### src/rtl/tick_generator_multi_pkg.sv
// Shared constants and helpers for the multi-channel tick generator.
package tick_pkg;

  localparam int TICK_CNT_W    = 24;
  localparam int TICK_DIV_10MS = 5_000_000;
  localparam int TICK_DIV_1MS  = 500_000;
  localparam int TICK_MAX_CH   = 16;

  // Widest channel-select field, enough to address TICK_MAX_CH channels.
  typedef logic [$clog2(TICK_MAX_CH)-1:0] tick_ch_t;

  function automatic int tick_ch_w(input int num_ch);
    return (num_ch > 1) ? $clog2(num_ch) : 1;
  endfunction

endpackage

### src/rtl/tick_generator_multi_if.sv
// Control/status bundle between the bank controller and the tick generator.
interface tick_generator_multi_if
  import tick_pkg::*;
#(
  parameter int NUM_CH = 4,
  parameter int CNT_W  = TICK_CNT_W
) ();

  localparam int CH_W = tick_ch_w(NUM_CH);

  logic              enable;
  logic              sync_all;
  logic              cfg_we;
  logic [CH_W-1:0]   cfg_ch;
  logic [CNT_W-1:0]  cfg_div;
  logic              cfg_ack;
  logic              cfg_err;
  logic [NUM_CH-1:0] tick;
  logic [NUM_CH-1:0] wave;

  modport master (
    output enable, sync_all, cfg_we, cfg_ch, cfg_div,
    input  cfg_ack, cfg_err, tick, wave
  );

  modport slave (
    input  enable, sync_all, cfg_we, cfg_ch, cfg_div,
    output cfg_ack, cfg_err, tick, wave
  );

endinterface

### src/rtl/tick_generator_multi_channel.sv
// One divided timebase: programmable divisor, counter, tick strobe and square wave.
module tick_channel #(
  parameter int          CNT_W       = 24,
  parameter int unsigned DIV_DEFAULT = 5_000_000
) (
  input  logic             clk,
  input  logic             reset,
  input  logic             enable_i,
  input  logic             sync_i,
  input  logic             wr_i,
  input  logic [CNT_W-1:0] wr_div_i,
  output logic             tick_o,
  output logic             wave_o
);

  logic [CNT_W-1:0] div_q, div_d;
  logic [CNT_W-1:0] cnt_q, cnt_d;
  logic             tick_q, tick_d;
  logic             wave_q, wave_d;

  // Next-state: sync beats a write, a write beats the terminal count.
  always_comb begin
    div_d  = div_q;
    cnt_d  = cnt_q;
    tick_d = 1'b0;
    wave_d = wave_q;
    if (sync_i) begin
      cnt_d  = '0;
      wave_d = 1'b0;
    end else if (wr_i) begin
      div_d = wr_div_i;
      cnt_d = '0;
    end else if (div_q == '0) begin
      cnt_d = '0;
    end else if (enable_i) begin
      if (cnt_q == div_q - CNT_W'(1)) begin
        cnt_d  = '0;
        tick_d = 1'b1;
        wave_d = ~wave_q;
      end else begin
        cnt_d = cnt_q + CNT_W'(1);
      end
    end else begin
      cnt_d = cnt_q;
    end
  end

  // Channel state register with synchronous reset.
  always_ff @(posedge clk) begin
    if (reset) begin
      div_q  <= CNT_W'(DIV_DEFAULT);
      cnt_q  <= '0;
      tick_q <= 1'b0;
      wave_q <= 1'b0;
    end else begin
      div_q  <= div_d;
      cnt_q  <= cnt_d;
      tick_q <= tick_d;
      wave_q <= wave_d;
    end
  end

  assign tick_o = tick_q;
  assign wave_o = wave_q;

endmodule

### src/rtl/tick_generator_multi.sv
// NUM_CH independent programmable tick/wave timebases with a shared divisor write port.
module tick_generator_multi
  import tick_pkg::*;
#(
  parameter int          NUM_CH      = 4,
  parameter int          CNT_W       = TICK_CNT_W,
  parameter int unsigned DIV_DEFAULT = TICK_DIV_10MS
) (
  input  logic                   clk,
  input  logic                   reset,
  tick_generator_multi_if.slave  bus
);

  localparam int CH_W = tick_ch_w(NUM_CH);

  logic [NUM_CH-1:0] wr_s;
  logic [NUM_CH-1:0] tick_s;
  logic [NUM_CH-1:0] wave_s;
  logic              cfg_valid_s;
  logic              wr_ok_s;
  logic              ack_d, ack_q;
  logic              err_d, err_q;

  // Write decode; a sync on the same edge suppresses the write entirely.
  always_comb begin
    cfg_valid_s = ({1'b0, bus.cfg_ch} < (CH_W + 1)'(NUM_CH));
    wr_ok_s     = bus.cfg_we & ~bus.sync_all;
    ack_d       = wr_ok_s & cfg_valid_s;
    err_d       = wr_ok_s & ~cfg_valid_s;
    for (int i = 0; i < NUM_CH; i++) begin
      wr_s[i] = ack_d & (bus.cfg_ch == CH_W'(i));
    end
  end

  // Write acknowledge / error pulse registers.
  always_ff @(posedge clk) begin
    if (reset) begin
      ack_q <= 1'b0;
      err_q <= 1'b0;
    end else begin
      ack_q <= ack_d;
      err_q <= err_d;
    end
  end

  for (genvar g = 0; g < NUM_CH; g++) begin : g_ch
    tick_channel #(
      .CNT_W       (CNT_W),
      .DIV_DEFAULT (DIV_DEFAULT)
    ) u_ch (
      .clk      (clk),
      .reset    (reset),
      .enable_i (bus.enable),
      .sync_i   (bus.sync_all),
      .wr_i     (wr_s[g]),
      .wr_div_i (bus.cfg_div),
      .tick_o   (tick_s[g]),
      .wave_o   (wave_s[g])
    );
  end

  assign bus.tick    = tick_s;
  assign bus.wave    = wave_s;
  assign bus.cfg_ack = ack_q;
  assign bus.cfg_err = err_q;

endmodule
### src/flat_wrapper.sv
// flat-port wrapper written by rule: the top's interface ports become plain ports
module tick_generator_multi_flat import tick_pkg::*;
#(
  parameter int          NUM_CH      = 4,
  parameter int          CNT_W       = TICK_CNT_W,
  parameter int unsigned DIV_DEFAULT = TICK_DIV_10MS
)
  (clk, reset, bus_enable, bus_sync_all, bus_cfg_we, bus_cfg_ch, bus_cfg_div, bus_cfg_ack, bus_cfg_err, bus_tick, bus_wave);
  tick_generator_multi_if #(.NUM_CH(NUM_CH), .CNT_W(CNT_W)) bus_i ();
  input  logic clk;
  input  logic reset;
  input wire logic [$bits(bus_i.enable)-1:0] bus_enable;
  input wire logic [$bits(bus_i.sync_all)-1:0] bus_sync_all;
  input wire logic [$bits(bus_i.cfg_we)-1:0] bus_cfg_we;
  input wire logic [$bits(bus_i.cfg_ch)-1:0] bus_cfg_ch;
  input wire logic [$bits(bus_i.cfg_div)-1:0] bus_cfg_div;
  output wire logic [$bits(bus_i.cfg_ack)-1:0] bus_cfg_ack;
  output wire logic [$bits(bus_i.cfg_err)-1:0] bus_cfg_err;
  output wire logic [$bits(bus_i.tick)-1:0] bus_tick;
  output wire logic [$bits(bus_i.wave)-1:0] bus_wave;
  assign bus_i.enable = bus_enable;
  assign bus_i.sync_all = bus_sync_all;
  assign bus_i.cfg_we = bus_cfg_we;
  assign bus_i.cfg_ch = bus_cfg_ch;
  assign bus_i.cfg_div = bus_cfg_div;
  assign bus_cfg_ack = bus_i.cfg_ack;
  assign bus_cfg_err = bus_i.cfg_err;
  assign bus_tick = bus_i.tick;
  assign bus_wave = bus_i.wave;
  tick_generator_multi #(.NUM_CH(NUM_CH), .CNT_W(CNT_W), .DIV_DEFAULT(DIV_DEFAULT)) u_core (.clk(clk), .reset(reset), .bus(bus_i));
endmodule
### config.mk
export PLATFORM = sky130hd
export DESIGN_NAME = tick_generator_multi_flat
export DESIGN_NICKNAME = d
export VERILOG_FILES = /design/src/rtl/tick_generator_multi_pkg.sv /design/src/rtl/tick_generator_multi_if.sv /design/src/rtl/tick_generator_multi_channel.sv /design/src/rtl/tick_generator_multi.sv /design/src/flat_wrapper.sv
export SDC_FILE = /design/constraint.sdc
export NUM_CORES = 1
export LEC_CHECK = 0
export CAP_MARGIN = 20
export CORE_MARGIN = 2
export CORE_UTILIZATION = 56
export CTS_BUF_LIST = sky130_fd_sc_hd__clkbuf_16
export DETAILED_ROUTE_END_ITERATION = 16
export PLACE_DENSITY = 0.77
export SLEW_MARGIN = 20
export SYNTH_ARGS = -nofsm -noshare
export SYNTH_HDL_FRONTEND = slang
export SYNTH_SLANG_ARGS = --single-unit
### constraint.sdc
create_clock -name clk -period 3 [get_ports clk]
set_clock_uncertainty 0.05 [all_clocks]
set_input_delay 0.3 -clock clk [delete_from_list [all_inputs] [get_ports clk]]
set_output_delay 0.3 -clock clk [all_outputs]
set_load 0.01 [all_outputs]
# == Word level (Yosys, flattened, before mapping) ==
# Index checks and enable logic that the tools add are counted.
# totals
ff_bits,201
inputBits,31
out_inout_bits,10
elab_cells,81
# classes
n_addsub,8
eq_ne,7
mux,8
n_bitwise,19
reduce_logical,22
# op_table
cell,n
adder 24 x 1 -> 24 bit (second input constant),4
== test 24 bit,4
zero test 24 bit,4
2-to-1 mux 24 bit,4
subtractor 24 x 1 -> 24 bit (second input constant),4
OR reduction 5 bit,4
AND reduction 4 bit,4
OR reduction 4 bit,4
NOT 1 bit,14
AND reduction 2 bit,4
bitwise AND 1 bit,5
== test 2 bit (second input constant),2
2-to-1 mux 1 bit,4
== test 2 x 1 -> 1 bit (second input constant),1
zero test 2 bit,1
OR reduction 2 bit,1

# == Depth between registers and ports, before layout ==
# Gate-level depths: netlist of the first run.
# depth
depth_word,5
ltp_mapped,13
ltp_nobuf,10

# == Modules after synthesis ==
# Synthesis of the first run repeated with hierarchy kept, for this count alone.
# unflattened
cells_unflattened,1549
hier_area_um2,13058.8
# modules_own_cells
mod,instances,cells_each,area_each_um2,seq_area_each_um2
tick_channel at u_core.g_ch[0].u_ch ...,3,387,3258.1,1001.0
tick_channel at u_core.g_ch[3].u_ch,1,380,3194.3,1001.0
tick_generator_multi,1,8,90.1,20.0

# == Least setup slack after synthesis of the first run ==
# Ideal clock, no wire load.
# synth_path
path_kind,reg2reg
from,register u_core.g_ch[2].u_ch.div_q[2]
to,register u_core.g_ch[2].u_ch.cnt_q[13]
t_arrival_ns,3.021
required_ns,2.835
setup_slack_ns,-0.185
stages_incl_launch_ff,11
n_path_buf,2
period_less_slack_ns,3.185
path_cell_list,dfxtp_1 -> buf_4 -> or4_4 -> or4_1 -> o31a_1 -> a2111oi_2 -> nand4_1 -> a2111oi_4 -> a21o_4 -> buf_6 -> nor2_1
# synth_between
elab_chain_len,3
word_cells_on_any_way,5
classes_between,1 x add/sub; 1 x eq/ne; 1 x mux; 2 x reduce/logical
# synth_rtl
element,line,source
from (decl),tick_generator_multi_channel.sv:16,"logic [CNT_W-1:0] div_q, div_d;"
from (signal assigned),tick_generator_multi_channel.sv:51,div_q <= CNT_W'(DIV_DEFAULT);
from (signal assigned),tick_generator_multi_channel.sv:56,div_q <= div_d;
subtractor 24 x 1 -> 24 bit,tick_generator_multi_channel.sv:36,if (cnt_q == div_q - CNT_W'(1)) begin
== test 24 bit,tick_generator_multi_channel.sv:36,
2-to-1 mux 24 bit,tick_generator_multi_channel.sv:36,
to (signal assigned),tick_generator_multi_channel.sv:57,cnt_q <= cnt_d;
to (decl),tick_generator_multi_channel.sv:17,"logic [CNT_W-1:0] cnt_q, cnt_d;"
# Several ways; a longest one is shown, not always the timed one.
# A chain may end at the register's enable or synchronous reset.

# == Worst setup path in the final report of the first run ==
# layout_path
from,register u_core.g_ch[1].u_ch.div_q[6]
to,register u_core.g_ch[1].u_ch.cnt_q[20]
# layout_between
elab_chain_len,3
word_cells_on_any_way,5
classes_between,1 x add/sub; 1 x eq/ne; 1 x mux; 2 x reduce/logical
# layout_rtl
element,line
from (decl),tick_generator_multi_channel.sv:16
from (signal assigned),tick_generator_multi_channel.sv:51
from (signal assigned),tick_generator_multi_channel.sv:56
subtractor 24 x 1 -> 24 bit,tick_generator_multi_channel.sv:36
== test 24 bit,tick_generator_multi_channel.sv:36
2-to-1 mux 24 bit,tick_generator_multi_channel.sv:36
to (signal assigned),tick_generator_multi_channel.sv:57
to (decl),tick_generator_multi_channel.sv:17
# Several ways; a longest one is shown, not always the timed one.

==> results of run 1 <==
==> worst register-to-register path: stages, from the launching register on <==
cell     delay, ns
dfxtp_2       0.32
or4_4         0.53
or4_4         0.55
or3_1         0.37
a22oi_2       0.19
nand4_1       0.16
nor4b_4       0.33
a21o_1        0.20
buf_12        0.17
nor2_1        0.07
==> flip-flops by register name, indices dropped and copies added (netlist names) <==
register / cells
u_core.bus.cfg_ack: 1
u_core.g_ch.u_ch.cnt_q: 96
u_core.g_ch.u_ch.div_q: 96
u_core.g_ch.u_ch.tick_o: 4
u_core.g_ch.u_ch.wave_o: 4
==> layout by cell type, fill, tap and decap left out, types with 31 or more instances in the layout <==
cell / instances
nand4_1: 37
inv_1: 31
a21oi_1: 88
xor2_1: 98
xnor2_1: 114
buf_4: 81
nand3_1: 42
nor3_1: 36
dfxtp_1: 199
nand3b_1: 38
nor2_1: 147
nand2_1: 277
clkdlybuf4s50_1: 38
==> cells by family after synthesis <==
family                   Yosys count
multiplexers                       5
AND/OR/NAND/NOR                  740
adder cells (fa/ha/maj)            8
other                              1
AO/OA/AOI/OAI                    176
XOR/XNOR                         214
flip-flops                       201
buffers and inverters            107
==> power by group <==
| part | switching [mW] | internal [mW] |
|---|---|---|
| sequential | 0.0442 | 2.71 |
| clock | 1.13 | 1.74 |
| combinational | 0.281 | 0.205 |
==> worst paths after layout <==
check	cells after the start	startpoint	endpoint	slack [ns]
setup / recovery	9	u_core.g_ch[1].u_ch.div_q[6]	u_core.g_ch[1].u_ch.cnt_q[20]	-0.03
hold / removal	2	u_core.g_ch[0].u_ch.div_q[21]	u_core.g_ch[0].u_ch.div_q[21]	0.44
setup reg to reg	9	u_core.g_ch[1].u_ch.div_q[6]	u_core.g_ch[1].u_ch.cnt_q[20]	-0.03
hold reg to reg	2	u_core.g_ch[0].u_ch.div_q[21]	u_core.g_ch[0].u_ch.div_q[21]	0.44
==> repair_timing <==
action	4_1_cts	5_1_grt
cloned	1	2
setup endpoints to repair	48	99
pin swaps	2	17
buffers inserted	1	2
hold buffers	1	0
endpoints found under the hold margin	1	0
gates resized for setup	7	35
==> stage by stage <==
stage | utilization (%) | hold slack [ns] | total power [mW]
after floorplan | - | 0.368 | 3.08
after global placement | 62.8 | 0.421 | 3.26
after detailed placement | 62.8 | 0.426 | 3.27
after CTS | 67.1 | 0.434 | 6.14
after global routing | 67.9 | 0.459 | 6.32
final | 67.9 | 0.436 | 6.11
==> layer usage <==
layer / up-vias / part of all wire (%) / track usage [%]
met2: 302 / 47 / 43.9
met1: 4880 / 43 / 34.7
met5: - / 0 / 0
met3: 63 / 6.9 / 5.08
li1: 5120 / - / -
met4: 0 / 2.9 / 7.84
==> layout make-up <==
type | instances | share of cell area [%]
multi-input combinational | 1147 | 52.3
clock buffer | 23 | 4.33
tap | 265 | 2.49
sequential | 201 | 30.3
inverter | 29 | 0.819
clock inverter | 19 | 1.51
timing repair buffer | 126 | 8.23
==> flow_metrics.py, run 1 <==
metrics = {
    "synthesis": {
        "ys_top_cells_by_count": "nand2_1, dfxtp_1, nor2_1, xnor2_1, xor2_1",
        "syn_area_um2": 11300,
        "synth-edff-count": 0,
        "synth_cell_type_count": 69,
        "yosysTopAreaCell": "dfxtp_1",
        "post-synth-top-count-cell": "nand2_1",
        "netlist_instances": 1452,
        "synthTopCellsByArea": "dfxtp_1, nand2_1, xnor2_1, xor2_1, nor2_1",
        "synth_simple_gate_area_share_pct": 32.0,
        "synth_seq_area_share_pct": 35.7,
        "synth-adder-area-share_pct": 0.889,
        "synth_compound_area_share_pct": 9.94,
        "synthArstFlopShare_pct": 0,
        "synth-xor-area-share_pct": 16.8,
        "synth_seq_cells": 201,
        "ys.flop_type": "dfxtp_1",
        "yosysTopAreaCellShare_pct": 35.7,
        "syn_nets": 1491,
        "syn_avg_cell_area_um2": 7.75,
        "yosys_warnings": 0,
        "yosys-mux-area-fraction_pct": 0.467,
        "synth_top_family_by_area": "simple AND/OR/NAND/NOR gates",
    },
    "global_route": {
        "grt_usage_pct": 26.4,
        "antenna_found_initial": 0,
        "grt_remaining_overflow": 0,
        "grt_pass1_wl_mm": 46.8,
        "grt_pass1_vias": 9566,
        "grt_start_max_net_pins": 96,
    },
    "sta": {
        "setup_violations": 24,
        "period_share_pct": 101,
        "finalSetupTns_ns": -0.360,
        "post-route-min-period_ns": 3.03,
        "fin_ws_ns": -0.0250,
        "fmax_mhz": 331,
        "rsz0062_at_grt": "yes",
        "slew_headroom_pct": 40.7,
        "hold_viol": 0,
        "worst_slew_pin_slew_ns": 0.890,
        "final_max_slew_viol_count": 0,
    },
    "die": {
        "coreArea_um2": 19600,
        "rows": 51,
        "initial_utilization_pct": 57.5,
        "die_w_um": 146,
        "num_io_pins": 41,
        "dieArea_um2": 21300,
        "die_h_um": 146,
    },
    "hold_path": {
        "hold_path_class": "reg2reg",
    },
    "placement": {
        "placed_cell_area_um2": 12300,
        "pre_cts_slack_ns": -0.0399,
        "dp_hpwl_mm": 20.8,
        "gp_congestion": 0.916,
        "dp.cells": 1761,
        "port-buffer-count": 39,
    },
    "final_layout": {
        "multi_input_area_um2": 6960,
        "syn_to_final_growth_pct": 18.1,
        "nNetsFinal": 1567,
        "stdcell_count": 1810,
        "fin_area_um2": 13300,
        "n_antenna_cell": 0,
        "regArea_um2": 4030,
        "drive_gt1_share_pct": 12.2,
        "fillCellCount": 1651,
    },
    "status": {
        "violations": "setup timing",
        "outcome": "complete, but fails checks",
    },
    "clock_network": {
        "ctsLongestPathBuffers": 3,
        "cts_tree": "yes",
        "cts.sinks": 201,
        "cts_made_buffers": 23,
        "clk_latency_ns": 0.52,
        "root_buffer": "clkbuf_16",
        "clk_pin_slew_ns": 0.06,
        "cts-htree-levels": 1,
    },
    "power_and_ir_drop": {
        "powerDensity_nw_per_um2": 460,
        "leakage_nw": 4.66,
        "peakVddDrop_v": 0.000502,
    },
    "job": {
        "drv_cap": 0,
    },
    "critical_path": {
        "crit_chain": "or4_4, or4_4, or3_1, a22oi_2, nand4_1, nor4b_4, a21o_1, buf_12, nor2_1",
        "slowest_delay_ns": 0.55,
        "arrival_ns": 3.39,
        "crit_top_cell": "or4_4",
        "cp_slowest_cell": "or4_4",
        "crit_buf_inv": 1,
        "path_delay_family": "simple AND/OR/NAND/NOR gates",
        "critPathKind": "reg2reg",
        "critical_path.max_fanout": 23,
        "cp-start-kind": "flip-flop",
        "crit_required_ns": 3.37,
        "cp-end-kind": "flip-flop",
    },
    "routing": {
        "drt_iter0_drc": 750,
        "first_pass_iters": 5,
        "vias": 10400,
        "ant_nets": 0,
        "wl_per_cell_um": 16.2,
        "drc": 0,
        "drt-vias-per-instance": 5.73,
        "routed_wl_mm": 29.4,
    },
}
(Power assumes the default switching activity.)
==> run 2: changes to the inputs <==
Settings changed: SLEW_MARGIN 20 to default.
==> results of run 2 <==
Final layout, timing and power as in run 1 (identical DEF).
